<file path="src/rtl/reset_sequencer_if.sv">
// Handshake bundle between the reset sequencer and the subsystems it releases.
// The sequencer connects through the slave modport; the controlling side uses master.
interface reset_sequencer_if #(
  parameter int unsigned NUM_STAGES = 4
);
  localparam int unsigned CUR_W = (NUM_STAGES > 1) ? $clog2(NUM_STAGES) : 1;

  logic                  soft_rst_req;
  logic [NUM_STAGES-1:0] stage_ready;
  logic [NUM_STAGES-1:0] stage_rst_n;
  logic                  all_ready;
  logic                  busy;
  logic                  timeout_err;
  logic [CUR_W-1:0]      cur_stage;

  modport master (
    output soft_rst_req, stage_ready,
    input  stage_rst_n, all_ready, busy, timeout_err, cur_stage
  );

  modport slave (
    input  soft_rst_req, stage_ready,
    output stage_rst_n, all_ready, busy, timeout_err, cur_stage
  );
endinterface

</file>
<file path="src/rtl/reset_sequencer.sv">
// Releases per-subsystem active-low resets in order, each after the previous
// stage acks (or times out), spaced by a programmable gap; soft reset restarts.
module reset_sequencer #(
  parameter int unsigned NUM_STAGES  = 4,
  parameter int unsigned HOLD_CYCLES = 16,
  parameter int unsigned STAGE_GAP   = 8,
  parameter int unsigned ACK_TIMEOUT = 1024
) (
  input  logic              clock,
  input  logic              reset_n,
  reset_sequencer_if.slave  bus
);

  localparam int unsigned CUR_W   = (NUM_STAGES > 1) ? $clog2(NUM_STAGES) : 1;
  localparam int unsigned MAX_HG  = (HOLD_CYCLES > STAGE_GAP) ? HOLD_CYCLES : STAGE_GAP;
  localparam int unsigned CNT_MAX = (MAX_HG > ACK_TIMEOUT) ? MAX_HG : ACK_TIMEOUT;
  localparam int unsigned CNT_W   = $clog2(CNT_MAX + 1);

  localparam logic [CNT_W-1:0] HOLD_LAST = CNT_W'(HOLD_CYCLES - 1);
  localparam logic [CNT_W-1:0] GAP_LAST  = CNT_W'((STAGE_GAP == 0) ? 0 : STAGE_GAP - 1);
  localparam logic [CNT_W-1:0] TO_LAST   = CNT_W'((ACK_TIMEOUT == 0) ? 0 : ACK_TIMEOUT - 1);
  localparam logic [CUR_W-1:0] LAST_STG  = CUR_W'(NUM_STAGES - 1);

  typedef enum logic [1:0] {
    ST_HOLD     = 2'd0,
    ST_WAIT_ACK = 2'd1,
    ST_GAP      = 2'd2,
    ST_DONE     = 2'd3
  } state_e;

  state_e                state_q, state_d;
  logic [CNT_W-1:0]      cnt_q, cnt_d;
  logic [NUM_STAGES-1:0] rst_n_q, rst_n_d;
  logic [CUR_W-1:0]      cur_q, cur_d;
  logic                  all_ready_q, all_ready_d;
  logic                  busy_q, busy_d;
  logic                  timeout_err_q, timeout_err_d;

  logic                  ready_sel;
  logic [NUM_STAGES-1:0] next_mask;
  logic                  ack;

  // Ready bit of the awaited stage and one-hot mask of the stage after it
  always_comb begin
    ready_sel = 1'b0;
    next_mask = '0;
    for (int unsigned i = 0; i < NUM_STAGES; i++) begin
      if (CUR_W'(i) == cur_q) ready_sel = bus.stage_ready[i];
      if (CUR_W'(i) == cur_q + CUR_W'(1)) next_mask[i] = 1'b1;
    end
  end

  // Next-state logic; soft reset overrides every other transition
  always_comb begin
    state_d       = state_q;
    cnt_d         = cnt_q;
    rst_n_d       = rst_n_q;
    cur_d         = cur_q;
    all_ready_d   = all_ready_q;
    timeout_err_d = timeout_err_q;
    ack           = 1'b0;

    if (bus.soft_rst_req) begin
      state_d       = ST_HOLD;
      cnt_d         = '0;
      rst_n_d       = '0;
      cur_d         = '0;
      all_ready_d   = 1'b0;
      timeout_err_d = 1'b0;
    end else begin
      case (state_q)
        ST_HOLD: begin
          if (cnt_q == HOLD_LAST) begin
            rst_n_d[0] = 1'b1;
            cnt_d      = '0;
            state_d    = ST_WAIT_ACK;
          end else begin
            cnt_d = cnt_q + CNT_W'(1);
          end
        end
        ST_WAIT_ACK: begin
          if (ready_sel) begin
            ack = 1'b1;
          end else if (ACK_TIMEOUT != 0) begin
            if (cnt_q == TO_LAST) begin
              ack           = 1'b1;
              timeout_err_d = 1'b1;
            end else begin
              cnt_d = cnt_q + CNT_W'(1);
            end
          end
          if (ack) begin
            cnt_d = '0;
            if (cur_q == LAST_STG) begin
              state_d     = ST_DONE;
              all_ready_d = 1'b1;
            end else if (STAGE_GAP == 0) begin
              rst_n_d = rst_n_q | next_mask;
              cur_d   = cur_q + CUR_W'(1);
            end else begin
              state_d = ST_GAP;
            end
          end
        end
        ST_GAP: begin
          if (cnt_q == GAP_LAST) begin
            rst_n_d = rst_n_q | next_mask;
            cur_d   = cur_q + CUR_W'(1);
            cnt_d   = '0;
            state_d = ST_WAIT_ACK;
          end else begin
            cnt_d = cnt_q + CNT_W'(1);
          end
        end
        ST_DONE: begin
          state_d = ST_DONE;
        end
        default: begin
          state_d = ST_HOLD;
        end
      endcase
    end

    busy_d = ~all_ready_d;
  end

  always_ff @(posedge clock or negedge reset_n) begin
    if (!reset_n) begin
      state_q       <= ST_HOLD;
      cnt_q         <= '0;
      rst_n_q       <= '0;
      cur_q         <= '0;
      all_ready_q   <= 1'b0;
      busy_q        <= 1'b1;
      timeout_err_q <= 1'b0;
    end else begin
      state_q       <= state_d;
      cnt_q         <= cnt_d;
      rst_n_q       <= rst_n_d;
      cur_q         <= cur_d;
      all_ready_q   <= all_ready_d;
      busy_q        <= busy_d;
      timeout_err_q <= timeout_err_d;
    end
  end

  assign bus.stage_rst_n = rst_n_q;
  assign bus.all_ready   = all_ready_q;
  assign bus.busy        = busy_q;
  assign bus.timeout_err = timeout_err_q;
  assign bus.cur_stage   = cur_q;

endmodule

</file>
<file path="src/flat_wrapper.sv">
// flat-port wrapper written by rule: the top's interface ports become plain ports
module reset_sequencer_flat 
#(
  parameter int unsigned NUM_STAGES  = 4,
  parameter int unsigned HOLD_CYCLES = 16,
  parameter int unsigned STAGE_GAP   = 8,
  parameter int unsigned ACK_TIMEOUT = 1024
)
  (clock, reset_n, bus_soft_rst_req, bus_stage_ready, bus_stage_rst_n, bus_all_ready, bus_busy, bus_timeout_err, bus_cur_stage);
  reset_sequencer_if #(.NUM_STAGES(NUM_STAGES)) bus_i ();
  input  logic clock;
  input  logic reset_n;
  input wire logic [$bits(bus_i.soft_rst_req)-1:0] bus_soft_rst_req;
  input wire logic [$bits(bus_i.stage_ready)-1:0] bus_stage_ready;
  output wire logic [$bits(bus_i.stage_rst_n)-1:0] bus_stage_rst_n;
  output wire logic [$bits(bus_i.all_ready)-1:0] bus_all_ready;
  output wire logic [$bits(bus_i.busy)-1:0] bus_busy;
  output wire logic [$bits(bus_i.timeout_err)-1:0] bus_timeout_err;
  output wire logic [$bits(bus_i.cur_stage)-1:0] bus_cur_stage;
  assign bus_i.soft_rst_req = bus_soft_rst_req;
  assign bus_i.stage_ready = bus_stage_ready;
  assign bus_stage_rst_n = bus_i.stage_rst_n;
  assign bus_all_ready = bus_i.all_ready;
  assign bus_busy = bus_i.busy;
  assign bus_timeout_err = bus_i.timeout_err;
  assign bus_cur_stage = bus_i.cur_stage;
  reset_sequencer #(.NUM_STAGES(NUM_STAGES), .HOLD_CYCLES(HOLD_CYCLES), .STAGE_GAP(STAGE_GAP), .ACK_TIMEOUT(ACK_TIMEOUT)) u_core (.clock(clock), .reset_n(reset_n), .bus(bus_i));
endmodule
</file>
<file path="config.mk">
export PLATFORM = sky130hd
export DESIGN_NAME = reset_sequencer_flat
export DESIGN_NICKNAME = d
export VERILOG_FILES = /design/src/rtl/reset_sequencer_if.sv /design/src/rtl/reset_sequencer.sv /design/src/flat_wrapper.sv
export SDC_FILE = /design/constraint.sdc
export NUM_CORES = 1
export LEC_CHECK = 0
export BUFFER_PORTS_ARGS = -buffer_cell sky130_fd_sc_hd__buf_2
export CORE_MARGIN = 1.5
export CORE_UTILIZATION = 41
export CTS_BUF_LIST = sky130_fd_sc_hd__clkbuf_4 sky130_fd_sc_hd__clkbuf_8 sky130_fd_sc_hd__clkbuf_16
export CTS_CLUSTER_DIAMETER = 150
export CTS_CLUSTER_SIZE = 8
export DETAILED_ROUTE_END_ITERATION = 8
export PLACE_DENSITY = 0.58
export SLEW_MARGIN = 15
export SYNTH_ARGS = -nofsm -noshare
export SYNTH_HDL_FRONTEND = slang
export SYNTH_SLANG_ARGS = --single-unit
</file>
<file path="constraint.sdc">
create_clock -name clock -period 3.8 [get_ports clock]
set_input_delay 0.57 -clock clock [delete_from_list [all_inputs] [get_ports clock]]
set_output_delay 0.57 -clock clock [all_outputs]
set_load 0.005 [all_outputs]
</file>
Yosys cells after proc, flatten, opt, wreduce, memory -nomap -nowiden
Cells that the tools add are included.
{"block": "classes", "n_addsub": 2, "eq_ne": 19, "muxes": 41, "n_bitwise": 2, "reduce_logical": 14}
{"cell": "$mux W11", "count": 6}
{"cell": "$pmux W11 S3", "count": 1}
{"cell": "$mux W1", "count": 22}
{"cell": "$mux W2", "count": 7}
{"cell": "$reduce_and A3 Y1", "count": 4}
{"cell": "$add A11 B1 Y11 const B", "count": 1}
{"cell": "$eq A11 B10 Y1 const B", "count": 1}
{"cell": "$eq A11 B3 Y1 const B", "count": 1}
{"cell": "$eq A11 B4 Y1 const B", "count": 1}
{"cell": "$ne A3 B2 Y1 const B", "count": 3}
{"cell": "$eq A2 B2 Y1 const A", "count": 4}
{"cell": "$mux W4", "count": 2}
{"cell": "$ne A4 B4 Y1 const B", "count": 2}
{"cell": "$pmux W2 S4", "count": 1}
{"cell": "$reduce_bool A2 Y1", "count": 4}
{"cell": "$eq A2 B2 Y1 const B", "count": 3}
{"cell": "$logic_not A2 Y1", "count": 3}
{"cell": "$eq A1 B2 Y1 const A", "count": 2}
{"cell": "$or A4 B4 Y4", "count": 1}
{"cell": "$reduce_bool A4 Y1", "count": 1}
{"cell": "$mux W3", "count": 1}
{"cell": "$reduce_bool A3 Y1", "count": 1}
{"cell": "$add A2 B1 Y2 const B", "count": 1}
{"cell": "$eq A2 B1 Y1 const B", "count": 1}
{"cell": "4 further kinds", "count": 4}
{"block": "word_totals", "regBits": 22, "in_bits": 7, "out_inout_bits": 9, "word_cells": 86}

Logic depth before layout (Yosys ltp)
{"block": "depth", "word_depth": 12, "mapped_depth": 9, "depth_no_buf": 8}

Worst setup path before layout
Ideal clock, no wire load.
{"block": "synth_timing", "path_type": "reg-to-reg", "start": "register u_core.cur_q[1] (netlist: u_core.bus.cur_stage[1])", "end": "register u_core.cnt_q[2]", "setup_time_ns": 0.127, "t_arrival_ns": 1.885, "required_ns": 3.673, "path_slack_ns": 1.788, "path_stages_with_launch": 10, "n_path_buf": 1, "synth_period_minus_slack_ns": 2.012, "path_cell_list": "dfrtp_1 inv_1 ha_1 and3b_1 a2111oi_2 o31ai_1 o21ai_2 buf_6 a31oi_1 mux2i_1"}
{"block": "synth_between", "elab_chain_len": 11, "elab_cells_between_ends": 17, "cone_classes": "5 x eq/ne; 10 x mux; 2 x reduce/logical"}
{"element": "from (decl)", "line_no": "reset_sequencer.sv:34", "text": "logic [CUR_W-1:0] cur_q, cur_d;"}
{"element": "from (signal assigned)", "line_no": "reset_sequencer.sv:140", "text": "cur_q <= cur_d;"}
{"element": "$logic_not A2 Y1", "line_no": "reset_sequencer.sv:48", "text": "if (CUR_W'(i) == cur_q) ready_sel = bus.stage_ready[i];"}
{"element": "$mux W1 (3 in series)", "line_no": "reset_sequencer.sv:48"}
{"element": "$mux W1 *", "line_no": "reset_sequencer.sv:48"}
{"element": "$mux W1", "line_no": "reset_sequencer.sv:82", "text": "if (ready_sel) begin"}
{"element": "$mux W1", "line_no": "reset_sequencer.sv:71", "text": "case (state_q)"}
{"element": "$mux W1", "line_no": "reset_sequencer.sv:63", "text": "if (bus.soft_rst_req) begin"}
{"element": "$mux W11", "line_no": "reset_sequencer.sv:92", "text": "if (ack) begin"}
{"element": "$pmux W11 S3", "line_no": "reset_sequencer.sv:71"}
{"element": "$mux W11", "line_no": "reset_sequencer.sv:63"}
{"element": "to (signal assigned)", "line_no": "reset_sequencer.sv:138", "text": "cnt_q <= cnt_d;"}
{"element": "to (decl)", "line_no": "reset_sequencer.sv:32", "text": "logic [CNT_W-1:0] cnt_q, cnt_d;"}
Mark *: on every way between the ends. The rest lies on a longest branch, timed or not. The select of a mux whose other input is x is not followed.
A chain may end at the register's enable or synchronous reset.

Worst setup path after layout
{"block": "layout_timing", "start": "register u_core.cur_q[1] (netlist: u_core.bus.cur_stage[1])", "end": "register u_core.cnt_q[1]"}
Same word-level chain as after synthesis.

==> impl_metrics.ini <==
[cts]
postCtsSetupRepairBufs = 0
clk_pin_slew_ns = 0.12
insertion_delay_ns = 0.31
post_cts_resize_count = 0
clk_path_buf_depth = 2
htree_levels = 1
clock_sinks = 22
cts_buffers = 3
cts_tree = built
root_buffer = clkbuf_4
cts_hold_repair.buffers = 0

[logic_synthesis]
ys_seq_area_share_pct = 41.37
synthMuxAreaShare_pct = 3.752
synth_fp_nets = 161
yosysUniqueCellTypes = 41
yosysTopAreaCell = dfrtp_1
synth_area_leaders = dfrtp_1 39%, ha_1 10%, nand3_1 4.5%
synth_compound_area_share_pct = 14.92
synth_xor_area_share_pct = 1.970
synth_warnings = 0
syn-cell-area_um2 = 1334
yosys.area_share.simple_pct = 22.61
synth_top_family_by_area = simple AND/OR/NAND/NOR gates
synth_top_area_share_pct = 39.40
synth-seq-cells = 22
synth_fa_ha_area_share_pct = 10.32
syn_area_per_cell_um2 = 9.327
synthCells = 143

[placed_design]
gp_congestion = 0.7576
place_ws_ns = 1.431
placedCellCount = 197
place_area_um2 = 1434
port_buffers = 15
dp_hpwl_um = 1902

[critical_path]
crit_type = reg -> reg
timing.critical_path.fanout_max = 12
cp_cell_sequence = inv_1 -> ha_1 -> and3b_1 -> a2111oi_2 -> o31ai_1 -> o21ai_2 -> and2_4 -> a22o_1
rrSetupSlack_ns = 1.48
crit_end = u_core.cnt_q[1]
crit_start = u_core.bus.cur_stage[1]
r2r_end = u_core.cnt_q[1]
crit_path_end_kind = flop
start_kind = flop
slowest_stage = o31ai_1
cp.required_ns = 4.02
slowest_delay_ns = 0.48
worst-r2r-cell-count = 8
r2r-start = u_core.bus.cur_stage[1]
crit_arrival_ns = 2.54

[sta]
setup_tns_ns = 0
fmax_mhz = 431.0
setup_viol = 0
setup_ws_ns = 1.480
slew_headroom_pct = 50.65
finalHoldViolCount = 0
rsz0062_at_grt = false
period_needed_ns = 2.320
fin_hold_ws_ns = 0.2051
tightest_slew_ns = 0.7363
fin_crit_sh_pct = 61.06
finalClockSkew_ns = 0.007037
finalMaxSlewViolations = 0

[final_layout]
final_area_um2 = 1469
drive_above_1_share_pct = 19.75
finalNonFillerCells = 201
num_antenna_cells = 0
fin_nets = 176
final_util_pct = 47.72
synthToLayoutAreaGrowth_pct = 10.13

[detailed_routing]
drt_iter0_markers = 39
drtPass1Iterations = 4
drtAntennaViolNets = 0
wirelength_um = 2653
drc = 0
post_drt_wl_per_cell_um = 13.20
post_drt_via_cell_ratio = 5.279
num_vias = 1061

[power_and_ir_drop]
p_leak_nw = 0.6620
finalPower_mw = 0.6993
peakVddDrop_mv = 0.2078
cellPowerDensity_nw_per_um2 = 476.1

[floorplan]
die-width_um = 60.04
num_rows = 20
die_h_um = 60.04
core-area_um2 = 3078
die-area_um2 = 3604
start_util_pct = 43.33
io_pins = 16

[grt]
grt_pass1_vias = 1001
antenna_found_initial = 0
grt_use_total_pct = 16.90
grt_max_degree = 23
grt_pass1_wl_um = 4602
grt.overflow.total = 0

[worst_hold_path]
holdCritPathClass = in -> async

[job]
maxCapViolations = 0

[run_status]
status = finished, final reports clean
==> cell type report <==
cell class | instances | area [um2]
Clock buffer | 4 | 30.03
Inverter | 10 | 37.54
Fill cell | 325 | 1609
Timing Repair Buffer | 15 | 75.07
Tap cell | 44 | 55.05
Sequential cell | 22 | 551.8
Multi-Input combinational cell | 106 | 719.4
==> state kept, by name, indices dropped and copies added, names as in the netlist <==
signal / cells
u_core.bus.busy: 1
u_core.state_q: 2
u_core.bus.timeout_err: 1
u_core.bus.all_ready: 1
u_core.bus.cur_stage: 2
u_core.bus.stage_rst_n: 4
u_core.cnt_q: 11
==> worst max-delay path: cells and delay by family (launching register included) <==
family	cells	cell delay (ns)
AND/OR/NAND/NOR	2	0.46
AO/OA/AOI/OAI	4	1.00
buffers and inverters	1	0.11
flip-flops	1	0.46
adder cells (fa/ha/maj)	1	0.21
==> cell families after synthesis <==
kind of cell / after synthesis
xor gates and xnor gates: 3
DFF: 22
and+or+nand+nor: 58
muxes: 5
buffers and inverters: 15
AOI/OAI and AO/OA: 29
adders and majority gates: 11
==> synthesized netlist by cell type <==
library cell and count:
o22ai_1 1, buf_2 3, xnor2_1 3, and3_1 1, nand2_1 12, nor2b_1 1
a31oi_1 5, o21ai_2 1, a211oi_1 1, nor3_1 2, a22o_1 2, nor4_2 2
o21ai_1 3, and2_4 1, nand4b_1 1, o21ai_0 3, ha_1 11, or3_1 1
nand2_2 1, a21oi_1 6, buf_6 1, and3b_1 2, nand3_1 12, clkbuf_1 1
a221oi_1 1, nor2_2 1, a31o_1 1, dfrtp_1 21, a41oi_1 1, nand4_1 1
or2_2 2, a2111oi_2 1, o211ai_1 1, dfstp_2 1, a21boi_2 1, nor2_1 16
nor4b_1 1, inv_1 10, nor3b_1 1, o31ai_1 1, mux2i_1 5
==> where the power goes <==
part	switching (mW)	internal [mW]
clock network	0.0714	0.0481
registers	0.0220	0.258
logic	0.187	0.113
total	0.280	0.419
==> layout by cell type, fill, tap and decap left out, types with 2 or more instances in the layout <==
cell / Yosys / final
dfrtp_1: 21 / 21
nor2_1: 16 / 16
buf_2: 3 / 15
nand2_1: 12 / 12
nand3_1: 12 / 12
ha_1: 11 / 11
inv_1: 10 / 10
a21oi_1: 6 / 6
a31oi_1: 5 / 5
mux2i_1: 5 / 5
clkbuf_4: 0 / 4
o21ai_0: 3 / 3
o21ai_1: 3 / 3
xnor2_1: 3 / 3
nor4_2: 2 / 2
or2_2: 2 / 2
and3b_1: 2 / 2
a22o_1: 2 / 2
==> worst min-delay path by stage <==
stage / start / end / slack, ns
finish: reset_n / u_core.cnt_q[7] / 0.21
global route: reset_n / u_core.cnt_q[9] / 0.22
CTS: reset_n / u_core.cnt_q[7] / 0.22
detailed placement: u_core.bus.stage_rst_n[3] / u_core.bus.stage_rst_n[3] / 0.49
global placement: u_core.bus.stage_rst_n[2] / u_core.bus.stage_rst_n[2] / 0.48
floorplan: reset_n / u_core.bus.all_ready / 0.27
==> routing by layer <==
metal | share of wire (%) | track usage [%] | wire [um] | vias up
li1 | - | - | - | 530
met1 | 49 | 24.29 | 1313 | 513
met2 | 47 | 25.78 | 1237 | 14
met3 | 2.6 | 2.597 | 70 | 4
met4 | 1.2 | 5.714 | 31 | 0
met5 | 0 | 0 | 0 | -
Note: power is estimated with default switching activity, not from simulation.
